$ cat config.mk
export PLATFORM = sky130hd
export DESIGN_NAME = reduce_tree_pipe
export DESIGN_NICKNAME = d
export VERILOG_FILES = /design/src/rtl/reduce_tree_pipe.sv
export SDC_FILE = /design/constraint.sdc
export NUM_CORES = 1
export LEC_CHECK = 0
export BUFFER_PORTS_ARGS = -buffer_cell sky130_fd_sc_hd__clkbuf_2
export CORE_UTILIZATION = 48
export CTS_CLUSTER_SIZE = 12
export DETAILED_ROUTE_END_ITERATION = 8
export PLACE_DENSITY = 0.7
export SYNTH_ARGS = -nofsm -noshare
export SYNTH_HDL_FRONTEND = slang
export SYNTH_SLANG_ARGS = --single-unit
$ cat constraint.sdc
create_clock -name clk -period 3.2 [get_ports clk]
set_clock_uncertainty 0.15 [all_clocks]
set_input_delay 0.64 -clock clk [delete_from_list [all_inputs] [get_ports clk]]
set_output_delay 0.64 -clock clk [all_outputs]
set_load 0.05 [all_outputs]
$ cat src/rtl/reduce_tree_pipe.sv
// Pipelined N_IN-input reduction tree (AND/OR/XOR/NAND) with per-bit masking,
// one register per tree level, valid/ready on both sides and a global stall.
module reduce_tree_pipe #(
  parameter int N_IN = 8
) (
  input  logic            clk,
  input  logic            rst_n,
  input  logic            in_valid,
  output logic            in_ready,
  input  logic [N_IN-1:0] in_data,
  input  logic [N_IN-1:0] in_mask,
  input  logic [1:0]      in_op,
  output logic            out_valid,
  input  logic            out_ready,
  output logic            out_result,
  output logic [1:0]      out_op
);

  // Handshake: a beat moves on a side when its valid and ready are both high
  // at a rising edge. in_ready = adv, and adv depends only on the output side,
  // so every stage advances together or holds together.

  localparam int LAT = $clog2(N_IN);
  localparam int TOT = 2 * N_IN - 1;

  localparam logic [1:0] OP_AND  = 2'b00;
  localparam logic [1:0] OP_OR   = 2'b01;
  localparam logic [1:0] OP_XOR  = 2'b10;
  localparam logic [1:0] OP_NAND = 2'b11;

  // All tree levels share one flat vector; level k starts at this bit offset.
  function automatic int lvl_off(input int k);
    return 2 * N_IN - 2 * (N_IN >> k);
  endfunction

  logic [TOT-1:0]        tree_q;
  logic [TOT-1:0]        tree_d;
  logic [LAT:0][1:0]     op_q;
  logic [LAT:0]          vld_q;
  logic                  adv;
  logic                  ident;
  logic                  g_a;
  logic                  g_b;
  logic                  g_r;

  assign adv      = ~vld_q[LAT] | out_ready;
  assign in_ready = adv;
  assign ident    = ~(in_op[1] ^ in_op[0]);

  always_comb begin
    tree_d = '0;
    g_a    = 1'b0;
    g_b    = 1'b0;
    g_r    = 1'b0;
    for (int i = 0; i < N_IN; i++) begin
      tree_d[i] = in_mask[i] ? in_data[i] : ident;
    end
    for (int k = 1; k <= LAT; k++) begin
      for (int j = 0; j < (N_IN >> k); j++) begin
        g_a = tree_q[lvl_off(k-1) + 2*j];
        g_b = tree_q[lvl_off(k-1) + 2*j + 1];
        case (op_q[k-1])
          OP_OR:   g_r = g_a | g_b;
          OP_XOR:  g_r = g_a ^ g_b;
          default: g_r = g_a & g_b;
        endcase
        // NAND is an AND tree; the inversion happens only on the root bit.
        if (k == LAT && op_q[k-1] == OP_NAND) begin
          g_r = ~g_r;
        end
        tree_d[lvl_off(k) + j] = g_r;
      end
    end
  end

  always_ff @(posedge clk or negedge rst_n) begin
    if (!rst_n) begin
      tree_q <= '0;
      op_q   <= '0;
      vld_q  <= '0;
    end else if (adv) begin
      tree_q <= tree_d;
      op_q   <= {op_q[LAT-1:0], in_op};
      vld_q  <= {vld_q[LAT-1:0], in_valid};
    end
  end

  assign out_valid  = vld_q[LAT];
  assign out_op     = op_q[LAT];
  assign out_result = tree_q[TOT-1];

endmodule

==> impl_metrics.ini, run 1 <==
[global_routing]
grt_start_max_net_pins = 31
grt_pass1_wl_microns = 4620
grt_pass1_vias = 1132
antenna_found_initial = 0
gr-total-overflow = 0
grt_use_total_pct = 17.4

[status]
status = finished clean

[yosys]
avgSynthCellArea_sq_um = 9.93
syn_nets = 202
ys_ff_latch = 27
ys.warnings.count = 0
synth_cells = 159
ys_seq_area_share_pct = 42.8
synth_cell_types = 21
post_synth_instance_area_sq_mm = 0.00158

[worst_setup_path]
start_kind = register
crit_buf_inv = 2
cp_max_fo = 21
r2r-end = tree_q[8]
r2r-start = op_q[0]
reg2reg_slack_ps = 1600
reg2reg_depth = 5
crit_family = buffers and inverters
cp-end-kind = output pin
max_stage_delay_ps = 410
critPathSlowestCell = dfrtp_1
path_class = register to output pin
startpoint = vld_q[3]
worstPathCellList = nor2b_4 > inv_2 > clkbuf_2
critPathArrivalTime_ps = 1470
required_ps = 2410

[placement]
place_ws_ps = 1030
place_congestion = 0.740
dp_hpwl_microns = 2040
postPlaceCellArea_sq_mm = 0.00173
portBuffers = 26

[floorplanning]
dieArea_sq_mm = 0.00352
pin_count = 27
start_util_pct = 51.3
die_x_microns = 59.4
fp-row-count = 20
die_y_microns = 59.4
core_sq_mm = 0.00308

[route]
firstDrtPassIters = 4
wirelength_microns = 2640
routed_via_density = 4.99
drcViolationCount = 0
wl_per_cell_microns = 11.6
vias = 1133
wirelength_met1_microns = 1150
ant_nets = 0
drt_iter0_markers = 36
met3_length_microns = 87
wl_met2_microns = 1380
top_layer = met4

[final_layout]
n_antenna_cell = 0
finish.instance_area_sq_mm = 0.00176
mostFrequentLayoutCell = dfrtp_1
layout-drive-gt1-share_pct = 20.2
fin_nets = 227
mostFrequentLayoutCells = dfrtp_1 (27), inv_1 (26), clkbuf_2 (26), o21ai_0 (23), ha_1 (21)
area_growth_pct = 11.2
num-fill-cells = 289

[clocking]
numCtsBuffers = 3
cts.sinks = 27
worstSkewPairLatency_ps = 320
hold_buffers = 0
cts_tree = built
cts.clk_slew.worst_paths_ps = 150
clockBufferDepth = 2
post_cts_resize_count = 0
htree_levels = 1
cts_setup_buffers = 0
cts_root_buf = clkbuf_4

[power_and_ir_drop]
p_leak_nw = 0.937
power_frac_clock_pct = 10.3
p_per_area_mw_per_mm2 = 819
p_seq_share_pct = 39.6
p_sw_mw = 0.613
power_frac_comb_pct = 50.1
p_int_mw = 0.824
p_sw_share_pct = 42.7
ir_drop_uv = 279

[timing]
drv_slew = 0
fin_setup_tns_ps = 0
timing.slew.headroom_pct = 54.8
setup_viol = 0
layout_setup_ws_ps = 945
worst_slew_pin_slew_ps = 678
grt_setup_unrepaired = false
hold_violations = 0
timing.fmax_ghz = 0.443
fin_crit_ps = 2260
min_period_over_period_pct = 70.5

[worst_hold_path]
hp-class = input pin to async pin

[run]
drv_cap = 0
[worst max path at each step]
| stage | endpoint | slack, ps | cells past startpoint |
|---|---|---|---|
| floorplan | in_ready | 1270 | 3 |
| global placement | in_ready | 1050 | 4 |
| detailed placement | in_ready | 1030 | 4 |
| CTS | in_ready | 940 | 3 |
| global route | in_ready | 870 | 3 |
| finish | in_ready | 940 | 3 |
[registers in the layout (all words and copies together) (netlist names)]
register	flops
vld_q	4
out_op	2
tree_q	15
op_q	6
[metrics by stage]
step	power, mW	utilization [%]	cells	hold WS [ps]
after floorplan	1.15	-	159	194
after global placement	1.27	56.1	223	298
after detailed placement	1.30	56.1	223	312
after CTS	1.46	57.0	227	181
after global routing	1.58	57.0	227	196
final	1.44	57.0	227	174
[power groups by stage]
stage	logic [mW]	clock network (mW)	registers [mW]
after CTS	0.731	0.155	0.571
after detailed placement	0.723	0	0.580
after global routing	0.829	0.166	0.588
after floorplan	0.551	0	0.597
after global placement	0.702	0	0.566
final	0.720	0.148	0.569
[cells in the mapped netlist (all sizes together)]
library cell / count / area share [%]
a21oi: 2 / 0.63
a221o: 6 / 3.8
buf: 5 / 2.3
clkbuf: 2 / 0.48
dfrtp: 27 / 43
ha: 21 / 17
inv: 27 / 6.4
mux2: 3 / 2.6
mux2i: 8 / 5.1
nand2: 17 / 4.0
nand2b: 8 / 3.2
nand3: 6 / 1.9
nor2b: 2 / 1.3
o21ai: 23 / 7.3
xnor2: 2 / 1.6
[logic make-up after synthesis]
kind of cell    Yosys count  synth area share [%]
flops                    27                  42.8
mux                      11                  7.69
buf+inv                  34                  9.19
compound gates           31                  11.7
fa+ha+maj                21                  16.6
xor+xnor                  2                  1.59
simple gates             33                  10.4
[routing by layer]
layer	track usage [%]	up-vias
met5	0	-
met2	32.3	20
met3	1.97	4
met4	5.78	0
li1	-	566
met1	20.7	543
[cell type report]
| cell class | count | area, sq um | area share, % |
|---|---|---|---|
| Multi-Input combinational cell | 98 | 758 | 43.2 |
| Tap cell | 44 | 55.1 | 3.14 |
| Clock buffer | 3 | 22.5 | 1.28 |
| Sequential cell | 27 | 676 | 38.5 |
| Inverter | 27 | 101 | 5.77 |
| Timing Repair Buffer | 27 | 138 | 7.84 |
| Clock inverter | 1 | 5.00 | 0.285 |
Power figures use the tool's default switching activity.
==> run 2, diff against run 1 <==
- PLACE_DENSITY: 0.7 -> 0.73
- clock period: 3.2 -> 1.95 ns (I/O delays scaled with it)
==> run 2 against run 1 <==
  * Sequential share of layout area shrank 0.35 points
  * Power increased by 65%
  * Routed wire length is 0.72% lower
  * Critical endpoint unchanged
  * Combinational power increased by 65%
  * Worst hold slack worse by 34 ps
  * Clock power increased by 65%
  * Via count about the same
  * Flip-flop and latch count stayed put
  * Critical path depth stayed put
==> impl_metrics.ini, run 2 (synthesis gave the netlist of run 1 again) <==
[status]
status = finished clean

[power_and_ir_drop]
ir_drop_uv = 487
p_per_area_mw_per_mm2 = 1330
p_leak_nw = 0.943

[timing]
hold_violations = 0
drv_slew = 0
setup_viol = 0
grt_setup_unrepaired = false
fin_crit_ps = 1760
timing.fmax_ghz = 0.567
fin_setup_tns_ps = 0
min_period_over_period_pct = 90.4
timing.slew.headroom_pct = 55.3
worst_slew_pin_slew_ps = 670

[final_layout]
mostFrequentLayoutCell = dfrtp_1
fin_nets = 229
fin_util_pct = 57.6
layout-drive-gt1-share_pct = 20.0
largest_register = tree_q
area_growth_pct = 12.2
n_antenna_cell = 0
mostFrequentLayoutCells = dfrtp_1 (27), inv_1 (26), clkbuf_2 (26), o21ai_0 (23), ha_1 (21)
largest_reg_flops = 15
top_regs = tree_q (15), op_q (6), vld_q (4)

[worst_setup_path]
cp_max_fo = 6
cp-end-kind = output pin
startpoint = vld_q[3]
path_class = register to output pin
critPathArrivalTime_ps = 1220
required_ps = 1410
r2r-start = op_q[4]
critPathSlowestCell = dfrtp_1
start_kind = register
crit_family = flip-flops
max_stage_delay_ps = 400
worstPathCellList = nor2b_4 > inv_2 > clkbuf_2
crit_buf_inv = 2

[global_routing]
antenna_found_initial = 0
grt_pass1_vias = 1104
grt_pass1_wl_microns = 4570
gr-total-overflow = 0
grt_start_max_net_pins = 31
grt_use_total_pct = 17.6

[route]
vias = 1134
drt_iter0_markers = 27
routed_via_density = 4.95
firstDrtPassIters = 2
wl_per_cell_microns = 11.4
drcViolationCount = 0
wirelength_microns = 2620
ant_nets = 0

[floorplanning]
die_x_microns = 59.4
fp-row-count = 20
pin_count = 27
core_sq_mm = 0.00308
die_y_microns = 59.4
dieArea_sq_mm = 0.00352
start_util_pct = 51.3

[run]
drv_cap = 0

[clocking]
cts_tree = built
numCtsBuffers = 3
cts.sinks = 27
cts_setup_buffers = 0
hold_buffers = 1
worstSkewPairLatency_ps = 320
clockBufferDepth = 2
cts.clk_slew.worst_paths_ps = 140
post_cts_resize_count = 0
cts_root_buf = clkbuf_4
htree_levels = 1

[placement]
portBuffers = 26
place_congestion = 0.783
dp_hpwl_microns = 2010

[worst_hold_path]
hp-class = input pin to register
worstHoldStart = in_valid
==> run 2: cell types whose count changed in the layout (fill, tap and decap cells not counted), sizes merged <==
cell and change:
buf +1, clkbuf +1, clkinv -1, dlygate4sd3 +1
==> run 2: power by group <==
part | total (mW) | internal (mW) | switching [mW]
registers | 0.931 | 0.785 | 0.146
clock network | 0.244 | 0.0802 | 0.164
logic | 1.19 | 0.499 | 0.690
==> run 2: path summary, 6_finish.rpt <==
check / end / slack, ps / cells past startpoint
worst min register to register: vld_q[3] / 340 / 1
worst min-delay path: vld_q[0] / 140 / 2
min in group asynchronous: tree_q[13] / 460 / 2
worst max-delay path: in_ready / 190 / 3
max in group asynchronous: vld_q[3] / 760 / 2
worst max register to register: tree_q[14] / 360 / 6
==> run 2: stage by stage <==
step	area [sq um]	hold slack, ps	worst slack, ps	std cells	power, mW
6_report	1770	141	186	229	2.36
5_1_grt	1770	127	114	229	2.60
4_1_cts	1770	131	170	229	2.39
3_5_place_dp	1740	306	383	224	2.14
3_3_place_gp	1740	291	427	224	2.07
2_1_floorplan	1580	-55.6	272	159	1.88
==> run 2: routing by layer <==
| layer | vias to the layer above | share of wire, % | GRT usage (%) |
|---|---|---|---|
| met4 | 0 | 1.8 | 8.84 |
| met5 | - | 0 | 0 |
| li1 | 570 | - | - |
| met3 | 5 | 2.9 | 1.97 |
| met1 | 539 | 43 | 20.8 |
| met2 | 20 | 52 | 31.5 |
==> run 2: area by class of cell <==
type                       instances  area, sq um
tap                               44         55.1
multi-input combinational         98          758
timing repair buffer              29          155
inverter                          27          101
fill                             278         1310
clock buffer                       4         26.3
sequential                        27          676
==> run 3, diff against run 2 <==
- SETUP_SLACK_MARGIN: default -> 0.5
==> run 3 against run 2 <==
  * Sequential share of layout area is 6.7 points lower
  * Largest cell class unchanged
  * Critical endpoint unchanged
  * Sequential power is 3.1% higher
  * Fmax rose by 6.5%
==> impl_metrics.ini, run 3 (synthesis gave the netlist of run 1 again) <==
[status]
status = finished clean

[worst_setup_path]
crit_family = flip-flops
required_ps = 1410
max_stage_delay_ps = 440
crit_buf_inv = 2
start_kind = register
path_class = register to output pin
cp-end-kind = output pin
cp_max_fo = 2
reg2reg_depth = 5
r2r-start = op_q[0]
reg2reg_slack_ps = 470
r2r-end = tree_q[9]
critPathSlowestCell = dfrtp_2
worstPathCellList = nor2b_4 > inv_4 > clkbuf_16
critPathArrivalTime_ps = 1120

[clocking]
cts_root_buf = clkbuf_4
clockBufferDepth = 2
htree_levels = 1
cts_tree = built
cts.sinks = 27
numCtsBuffers = 3
cts.clk_slew.worst_paths_ps = 160
worstSkewPairLatency_ps = 340

[route]
wirelength_microns = 3490
wl_per_cell_microns = 13.8
drt_iter0_markers = 43
vias = 1273
ant_nets = 0
drcViolationCount = 0
firstDrtPassIters = 4
routed_via_density = 5.03

[power_and_ir_drop]
p_leak_nw = 1.09
p_total_mw = 3.16
ir_drop_uv = 580
p_per_area_mw_per_mm2 = 1470

[floorplanning]
dieArea_sq_mm = 0.00352
fp-row-count = 20
die_y_microns = 59.4
die_x_microns = 59.4
core_sq_mm = 0.00308
start_util_pct = 51.3
pin_count = 27

[placement]
portBuffers = 26
dp_hpwl_microns = 2280
place_congestion = 0.761
place_ws_ps = 340
dp.cells = 224

[final_layout]
mostFrequentLayoutCell = dfrtp_1
mostFrequentLayoutCells = dfrtp_1 (26), buf_4 (22), clkbuf_2 (21), nand2_1 (17)
n_antenna_cell = 0
final_cells = 253
area_growth_pct = 36.2
largest_register = tree_q
largest_reg_flops = 15
fin_nets = 253
layout-drive-gt1-share_pct = 40.7
top_regs = tree_q (15), op_q (6), vld_q (4)

[global_routing]
grt_pass1_wl_microns = 5590
antenna_found_initial = 0
grt_use_total_pct = 21.7
grt_start_max_net_pins = 31
gr-total-overflow = 0
grt_pass1_vias = 1286

[timing]
fin_setup_tns_ps = 0
timing.fmax_ghz = 0.604
worst_slew_pin_slew_ps = 674
fin_crit_ps = 1660
drv_slew = 0
timing.slew.headroom_pct = 55.1
holdWs_ps = 117
min_period_over_period_pct = 84.9
layout_setup_ws_ps = 294
hold_violations = 0
grt_setup_unrepaired = true
setup_viol = 0

[run]
drv_cap = 0

[worst_hold_path]
hp-class = input pin to register
worstHoldStart = in_valid
min_to = vld_q[0]
holdPathStages = 2
[run 3: timing repair]
action | 4_1_cts | 5_1_grt
hold buffers | 1 | 0
pin swaps | 6 | 17
hold endpoints to repair | 27 | 0
setup endpoints to repair | 13 | 17
resized for setup | 31 | 24
setup buffers | 15 | 9
[run 3: metrics by stage]
stage / cell area [sq um] / util [%]
floorplan: 1590 / -
global placement: 1740 / 56.4
detailed placement: 1740 / 56.4
CTS: 2030 / 65.9
global route: 2150 / 69.9
finish: 2150 / 69.9
[run 3: metal layers]
metal  wire length, microns  up-vias  track usage [%]
met4                     57        0             6.46
met5                      0        -                0
li1                       -      620                -
met1                   1360      618             23.5
met2                   1960       29             41.9
met3                    115        6             4.15
[run 3: how the worst max path moves through the flow]
stage             start    endpoint  slack [ps]  depth (start not counted)
2_1_floorplan  vld_q[3]    in_ready         480                          3
3_3_place_gp    op_q[4]  tree_q[14]         490                          6
3_5_place_dp    op_q[4]  tree_q[14]         340                          6
4_1_cts        vld_q[3]    in_ready         290                          3
5_1_grt        vld_q[3]    in_ready         220                          3
6_report       vld_q[3]    in_ready         290                          3
[run 3: report_power, final]
group	switching, mW	internal [mW]
combinational	0.936	1.01
sequential	0.173	0.787
clock	0.177	0.0786
total	1.29	1.87
[run 3: final cells by class]
class,instances,area (sq um)
Clock buffer,3,22.5
Clock inverter,1,7.51
Fill cell,255,927
Inverter,27,106
Multi-Input combinational cell,98,863
Sequential cell,27,677
Tap cell,44,55.1
Timing Repair Buffer,53,419
